**src/rtl/led_fade_driver_pkg.sv**
```systemverilog
// Shared types, constants and helpers for the LED fade driver.
// Build macro LED_FADE_GAMMA_EN adds the gamma brightness table.
package led_fade_pkg;

  localparam int LVL_W_DEF = 4;

  typedef logic [LVL_W_DEF-1:0] lvl_t;

  function automatic int lvl_max(input int lvl_w);
    return (1 << lvl_w) - 1;
  endfunction

`ifdef LED_FADE_GAMMA_EN
  // Perceptual brightness thresholds for a 4-bit level and an 8-bit PWM counter.
  localparam logic [7:0] GAMMA [16] = '{
    8'd0,  8'd1,  8'd2,  8'd4,  8'd6,  8'd9,   8'd13,  8'd18,
    8'd25, 8'd33, 8'd44, 8'd57, 8'd74, 8'd96,  8'd125, 8'd255
  };
`endif

endpackage

```
**src/rtl/led_fade_driver_if.sv**
```systemverilog
// Pattern-in / LED-out bundle between the pattern source and the fade driver.
// No configuration macros (LED_FADE_GAMMA_EN does not affect this file).
interface led_fade_driver_if #(
  parameter int N_LED = 8
);

  logic [N_LED-1:0] pattern;
  logic             pattern_vld;
  logic [N_LED-1:0] led_n;
  logic             active;

  modport master (
    output pattern,
    output pattern_vld,
    input  led_n,
    input  active
  );

  modport slave (
    input  pattern,
    input  pattern_vld,
    output led_n,
    output active
  );

endinterface

```
**src/rtl/led_fade_driver_chan.sv**
```systemverilog
// One LED channel: brightness level register plus registered PWM duty compare.
// LED_FADE_GAMMA_EN selects the gamma table threshold instead of the linear one.
module led_fade_chan
  import led_fade_pkg::*;
#(
  parameter int LVL_W = 4,
  parameter int PWM_W = 8
) (
  input  logic             clk,
  input  logic             rst,
  input  logic             load,
  input  logic             decay_tick,
  input  logic [PWM_W-1:0] pwm_cnt,
  output logic             led_n,
  output logic [LVL_W-1:0] level
);

  localparam logic [LVL_W-1:0] LVL_MAX = LVL_W'(lvl_max(LVL_W));

  logic [LVL_W-1:0] level_q, level_d;
  logic             led_n_q, led_n_d;
  logic [PWM_W-1:0] thr_s;

  // Level update: a load beats a same-cycle decay, decay saturates at zero.
  always_comb begin
    level_d = level_q;
    if (load) begin
      level_d = LVL_MAX;
    end else if (decay_tick && (level_q != {LVL_W{1'b0}})) begin
      level_d = level_q - LVL_W'(1);
    end else begin
      level_d = level_q;
    end
  end

  // Duty threshold for the current level.
  always_comb begin
`ifdef LED_FADE_GAMMA_EN
    thr_s = PWM_W'(GAMMA[level_q]);
`else
    thr_s = PWM_W'(level_q) << (PWM_W - LVL_W);
`endif
  end

  // Full level is forced on; level zero has a zero threshold and never lights.
  always_comb begin
    led_n_d = 1'b1;
    if (level_q == LVL_MAX) begin
      led_n_d = 1'b0;
    end else if (pwm_cnt < thr_s) begin
      led_n_d = 1'b0;
    end else begin
      led_n_d = 1'b1;
    end
  end

  // Channel state registers.
  always_ff @(posedge clk) begin
    if (rst) begin
      level_q <= {LVL_W{1'b0}};
      led_n_q <= 1'b1;
    end else begin
      level_q <= level_d;
      led_n_q <= led_n_d;
    end
  end

  assign level = level_q;
  assign led_n = led_n_q;

endmodule

```
**src/rtl/led_fade_driver.sv**
```systemverilog
// LED fade driver top: shared PWM/decay timebase, N_LED fade channels, activity flag.
// LED_FADE_GAMMA_EN enables gamma-corrected duty (requires LVL_W==4, PWM_W==8).
module led_fade_driver #(
  parameter int N_LED     = 8,
  parameter int LVL_W     = 4,
  parameter int PWM_W     = 8,
  parameter int DECAY_DIV = 64
) (
  input  logic               clk,
  input  logic               rst,
  led_fade_driver_if.slave   bus
);

  localparam int DEC_W = (DECAY_DIV > 1) ? $clog2(DECAY_DIV) : 1;
  localparam logic [DEC_W-1:0] DEC_LAST = DEC_W'(DECAY_DIV - 1);

`ifdef LED_FADE_GAMMA_EN
  if ((LVL_W != 4) || (PWM_W != 8)) begin : g_gamma_chk
    $error("LED_FADE_GAMMA_EN needs LVL_W==4 and PWM_W==8");
  end
`endif

  logic [PWM_W-1:0] pwm_cnt_q, pwm_cnt_d;
  logic [DEC_W-1:0] decay_cnt_q, decay_cnt_d;
  logic             decay_tick_s;
  logic             active_q, active_d;
  logic [N_LED-1:0] load_s;
  logic [N_LED-1:0] led_n_s;
  logic [LVL_W-1:0] level_s [N_LED];

  // Timebase: decay_tick fires on the last PWM wrap of each decay interval.
  always_comb begin
    pwm_cnt_d    = pwm_cnt_q + PWM_W'(1);
    decay_cnt_d  = decay_cnt_q;
    decay_tick_s = 1'b0;
    if (pwm_cnt_q == {PWM_W{1'b1}}) begin
      if (decay_cnt_q == DEC_LAST) begin
        decay_cnt_d  = {DEC_W{1'b0}};
        decay_tick_s = 1'b1;
      end else begin
        decay_cnt_d = decay_cnt_q + DEC_W'(1);
      end
    end else begin
      decay_cnt_d = decay_cnt_q;
    end
  end

  // Any channel still glowing.
  always_comb begin
    active_d = 1'b0;
    for (int i = 0; i < N_LED; i++) begin
      active_d = active_d | (|level_s[i]);
    end
  end

  // Shared timebase and activity registers.
  always_ff @(posedge clk) begin
    if (rst) begin
      pwm_cnt_q   <= {PWM_W{1'b0}};
      decay_cnt_q <= {DEC_W{1'b0}};
      active_q    <= 1'b0;
    end else begin
      pwm_cnt_q   <= pwm_cnt_d;
      decay_cnt_q <= decay_cnt_d;
      active_q    <= active_d;
    end
  end

  for (genvar i = 0; i < N_LED; i++) begin : g_chan
    assign load_s[i] = bus.pattern_vld & ~bus.pattern[i];

    led_fade_chan #(
      .LVL_W (LVL_W),
      .PWM_W (PWM_W)
    ) u_chan (
      .clk        (clk),
      .rst        (rst),
      .load       (load_s[i]),
      .decay_tick (decay_tick_s),
      .pwm_cnt    (pwm_cnt_q),
      .led_n      (led_n_s[i]),
      .level      (level_s[i])
    );
  end

  assign bus.led_n  = led_n_s;
  assign bus.active = active_q;

endmodule

```
**src/flat_wrapper.sv**
```systemverilog
// flat-port wrapper written by rule: the top's interface ports become plain ports
module led_fade_driver_flat 
#(
  parameter int N_LED     = 8,
  parameter int LVL_W     = 4,
  parameter int PWM_W     = 8,
  parameter int DECAY_DIV = 64
)
  (clk, rst, bus_pattern, bus_pattern_vld, bus_led_n, bus_active);
  led_fade_driver_if #(.N_LED(N_LED)) bus_i ();
  input  logic clk;
  input  logic rst;
  input wire logic [$bits(bus_i.pattern)-1:0] bus_pattern;
  input wire logic [$bits(bus_i.pattern_vld)-1:0] bus_pattern_vld;
  output wire logic [$bits(bus_i.led_n)-1:0] bus_led_n;
  output wire logic [$bits(bus_i.active)-1:0] bus_active;
  assign bus_i.pattern = bus_pattern;
  assign bus_i.pattern_vld = bus_pattern_vld;
  assign bus_led_n = bus_i.led_n;
  assign bus_active = bus_i.active;
  led_fade_driver #(.N_LED(N_LED), .LVL_W(LVL_W), .PWM_W(PWM_W), .DECAY_DIV(DECAY_DIV)) u_core (.clk(clk), .rst(rst), .bus(bus_i));
endmodule
```
**config.mk**
```make
export PLATFORM = sky130hd
export DESIGN_NAME = led_fade_driver_flat
export DESIGN_NICKNAME = d
export VERILOG_FILES = /design/src/rtl/led_fade_driver_pkg.sv /design/src/rtl/led_fade_driver_if.sv /design/src/rtl/led_fade_driver_chan.sv /design/src/rtl/led_fade_driver.sv /design/src/flat_wrapper.sv
export SDC_FILE = /design/constraint.sdc
export NUM_CORES = 1
export LEC_CHECK = 0
export CORE_ASPECT_RATIO = 1.25
export CORE_MARGIN = 2
export CORE_UTILIZATION = 54
export CTS_BUF_LIST = sky130_fd_sc_hd__clkbuf_16
export DETAILED_ROUTE_END_ITERATION = 8
export PLACE_DENSITY_LB_ADDON = 0.05
export SETUP_SLACK_MARGIN = 0.5
export SYNTH_ARGS = -nofsm -noshare
export SYNTH_HDL_FRONTEND = slang
export SYNTH_SLANG_ARGS = --single-unit
```
**constraint.sdc**
```tcl
create_clock -name clk -period 2.2 [get_ports clk]
set_input_delay 0.44 -clock clk [delete_from_list [all_inputs] [get_ports clk]]
set_output_delay 0.44 -clock clk [all_outputs]
set_load 0.01 [all_outputs]
```
==> results.md <==
- Fillers: 477
- CTS Hold Buffers Added: 0
- Sequential cell area: 1120 um^2
- Crit path launch: u_core.pwm_cnt_q[0]
- Peak supply drop: 393 uV
- Setup-failing EPs final: 0
- Area of the multi-input gates: 2210 um^2
- Sequential fraction of the synthesis area: 0.329
- Main synth FF type: dfxtp_1
- GRT Overall Usage: 0.241
- Cts bufs inserted: 5
- RR Startpoint: u_core.pwm_cnt_q[0]
- IO buf count: 19
- CTS Sinks: 55
- Reg clk slew, reported paths: 0.07 ns
- Total Power: 2.41 mW
- Result of the run: finished, final reports clean
- Max-Cap Viols: 0
- Max FO, Critical Path: 6
- Minimum clock period: 1.81 ns
- Diode count: 0
- Avg WL per Cell: 16.0 um
- Worst slew pin tran: 0.488 ns
- Synth cell types: 35
- Total gr overflow: 0
- Max-slew headroom: 0.674
- R2R Setup Slk: 0.39 ns
- Post-synth EDFFs: 0
- Core area: 6090 um^2
- Leak: 1.81 nW
- Vias in the first global route: 2789
- Achievable Freq: 551 MHz
- RSZ-0062 raised after global routing: true
- Crit share post-route: 0.824
- Clock root buffer: clkbuf_16
- Residual DRC: 0
- Vias per Instance: 5.61
- Hold path startpoint: u_core.decay_cnt_q[5]
- # IOs: 20
- CTS tree: yes
- CP Capture Type: flip-flop
- Largest net degree at the start of global routing: 56
- Syn nets: 446
- Async SR Flop Fraction: 0
- ANT nets after route: 0
- Vias: 2889
- Area delta synth->final: 28.1%
- Reg2reg path depth: 6
- Drt pass-1 iters: 4
- # H-tree levels: 2
- Syn avg cell area: 8.64 um^2
- Hold-critical path endpoint: u_core.decay_cnt_q[5]
- FF+latch count, synth: 55
- Initial core utilization: 0.550
- Hold Path Depth: 2
- Gpl congestion: 0.820
- Crit path DAT: 2.04 ns
- Final #Nets: 488
- Worst Setup Start Kind: flip-flop
- Reg-to-Reg End: u_core.g_chan[4].u_chan.level[3]
- Max Root-Sink Buffers: 2
- Final hold viol count: 0
- Pwr/cell area: 563 nW/um^2
- Mapped Cells: 387
- Skew-Pair Late Insertion Delay: 0.29 ns
- Initial DRC Count: 145
- Layout cells sized above 1: 0.195
- First-pass GRT wire length: 12800 um
- Max Slew Vio Count: 0
- Critical Path RT: 2.42 ns
- Clk_skew: 0.00762 ns
- Die height: 92.0 um
- Routed WL: 8220 um
- Yosys warns: 0
- Initial antenna violation count: 0
- Setup CP Type: reg -> reg
- Mapped cell area: 3340 um^2
- Dpl hpwl: 5070 um
- Hold crit path type: reg -> reg
- Die Wd: 74.4 um
- Most frequent cells in the layout: ha_1, dfxtp_1, a21oi_1, inv_1, buf_4
- Setup_tns: 0 ns
- Die area: 6840 um^2
- Site Rows: 32
==> cells by family after synthesis <==
logic type / Yosys count / share of synthesized area
and+or+nand+nor: 115 / 0.187
AOI/OAI and AO/OA: 91 / 0.165
DFF: 55 / 0.329
buffers and inverters: 54 / 0.0711
adders and majority gates: 48 / 0.180
xor gates and xnor gates: 16 / 0.0419
muxes: 8 / 0.0266
==> synth_stat cells, drive strengths merged, types with 12 or more instances <==
cell / count / area (um^2)
dfxtp: 55 / 1100
nand4: 18 / 119
nor2: 18 / 67.6
a31oi: 16 / 100
o21ai: 13 / 65.1
nand2b: 16 / 100
a21o: 20 / 150
a21oi: 35 / 175
inv: 34 / 128
nand2: 16 / 60.1
nand3: 20 / 100
ha: 48 / 601
buf: 12 / 80.1
==> stage by stage <==
step / util / hold WS (ns) / instance area, um^2 / std cells / setup WS (ns)
CTS: 0.660 / 0.537 / 4020 / 502 / 0.363
global route: 0.704 / 0.579 / 4280 / 515 / 0.283
global placement: 0.605 / 0.415 / 3680 / 482 / 0.286
finish: 0.704 / 0.545 / 4280 / 515 / 0.386
detailed placement: 0.605 / 0.430 / 3680 / 482 / 0.233
floorplan: - / 0.408 / 3400 / 387 / 0.411
==> registers in the layout (all words and copies together), names as in the netlist <==
signal	count
u_core.g_chan.u_chan.level	32
u_core.bus.active	1
u_core.g_chan.u_chan.led_n	8
u_core.decay_cnt_q	6
u_core.pwm_cnt_q	8
==> per-layer routing <==
| layer | wire [um] | vias to the layer above | part of all wire | track usage |
|---|---|---|---|---|
| met5 | 0 | - | 0 | 0 |
| met3 | 179 | 18 | 0.022 | 0.0231 |
| li1 | - | 1459 | - | - |
| met4 | 211 | 0 | 0.026 | 0.0759 |
| met2 | 4350 | 43 | 0.53 | 0.442 |
| met1 | 3480 | 1369 | 0.42 | 0.284 |
==> cell type report <==
class,count,area share
multi-input combinational,278,0.517
tap,85,0.0248
clock buffer,5,0.0292
timing repair buffer,55,0.128
clock inverter,3,0.0108
sequential,55,0.261
inverter,34,0.0298
==> worst max-delay path by stage <==
stage | to | slack, ns | cells after the start
2_1_floorplan | u_core.g_chan[3].u_chan.level[1] | 0.41 | 6
3_3_place_gp | u_core.g_chan[0].u_chan.level[1] | 0.29 | 6
3_5_place_dp | u_core.g_chan[0].u_chan.level[1] | 0.23 | 6
4_1_cts | u_core.g_chan[3].u_chan.level[3] | 0.36 | 6
5_1_grt | u_core.g_chan[2].u_chan.level[1] | 0.28 | 7
6_report | u_core.g_chan[4].u_chan.level[3] | 0.39 | 6
==> power breakdown <==
| part | total, mW | internal [mW] | switching (mW) |
|---|---|---|---|
| clock network | 0.917 | 0.542 | 0.375 |
| logic | 0.384 | 0.183 | 0.201 |
| registers | 1.11 | 1.06 | 0.0551 |
| total | 2.41 | 1.78 | 0.632 |
==> what timing repair did <==
| item | 4_1_cts | 5_1_grt |
|---|---|---|
| gates cloned | 3 | 2 |
| setup endpoints to repair | 15 | 34 |
| pin swaps | 3 | 25 |
| setup buffers | 9 | 11 |
| gates resized for setup | 17 | 32 |
==> worst max-delay path: stages, from the launching register on <==
cell	delay, ns
dfxtp_2	0.37
ha_4	0.13
nand4_1	0.11
buf_6	0.18
or3_4	0.41
or4_1	0.41
a31oi_1	0.14
Note: power is estimated with default switching activity, not from simulation.
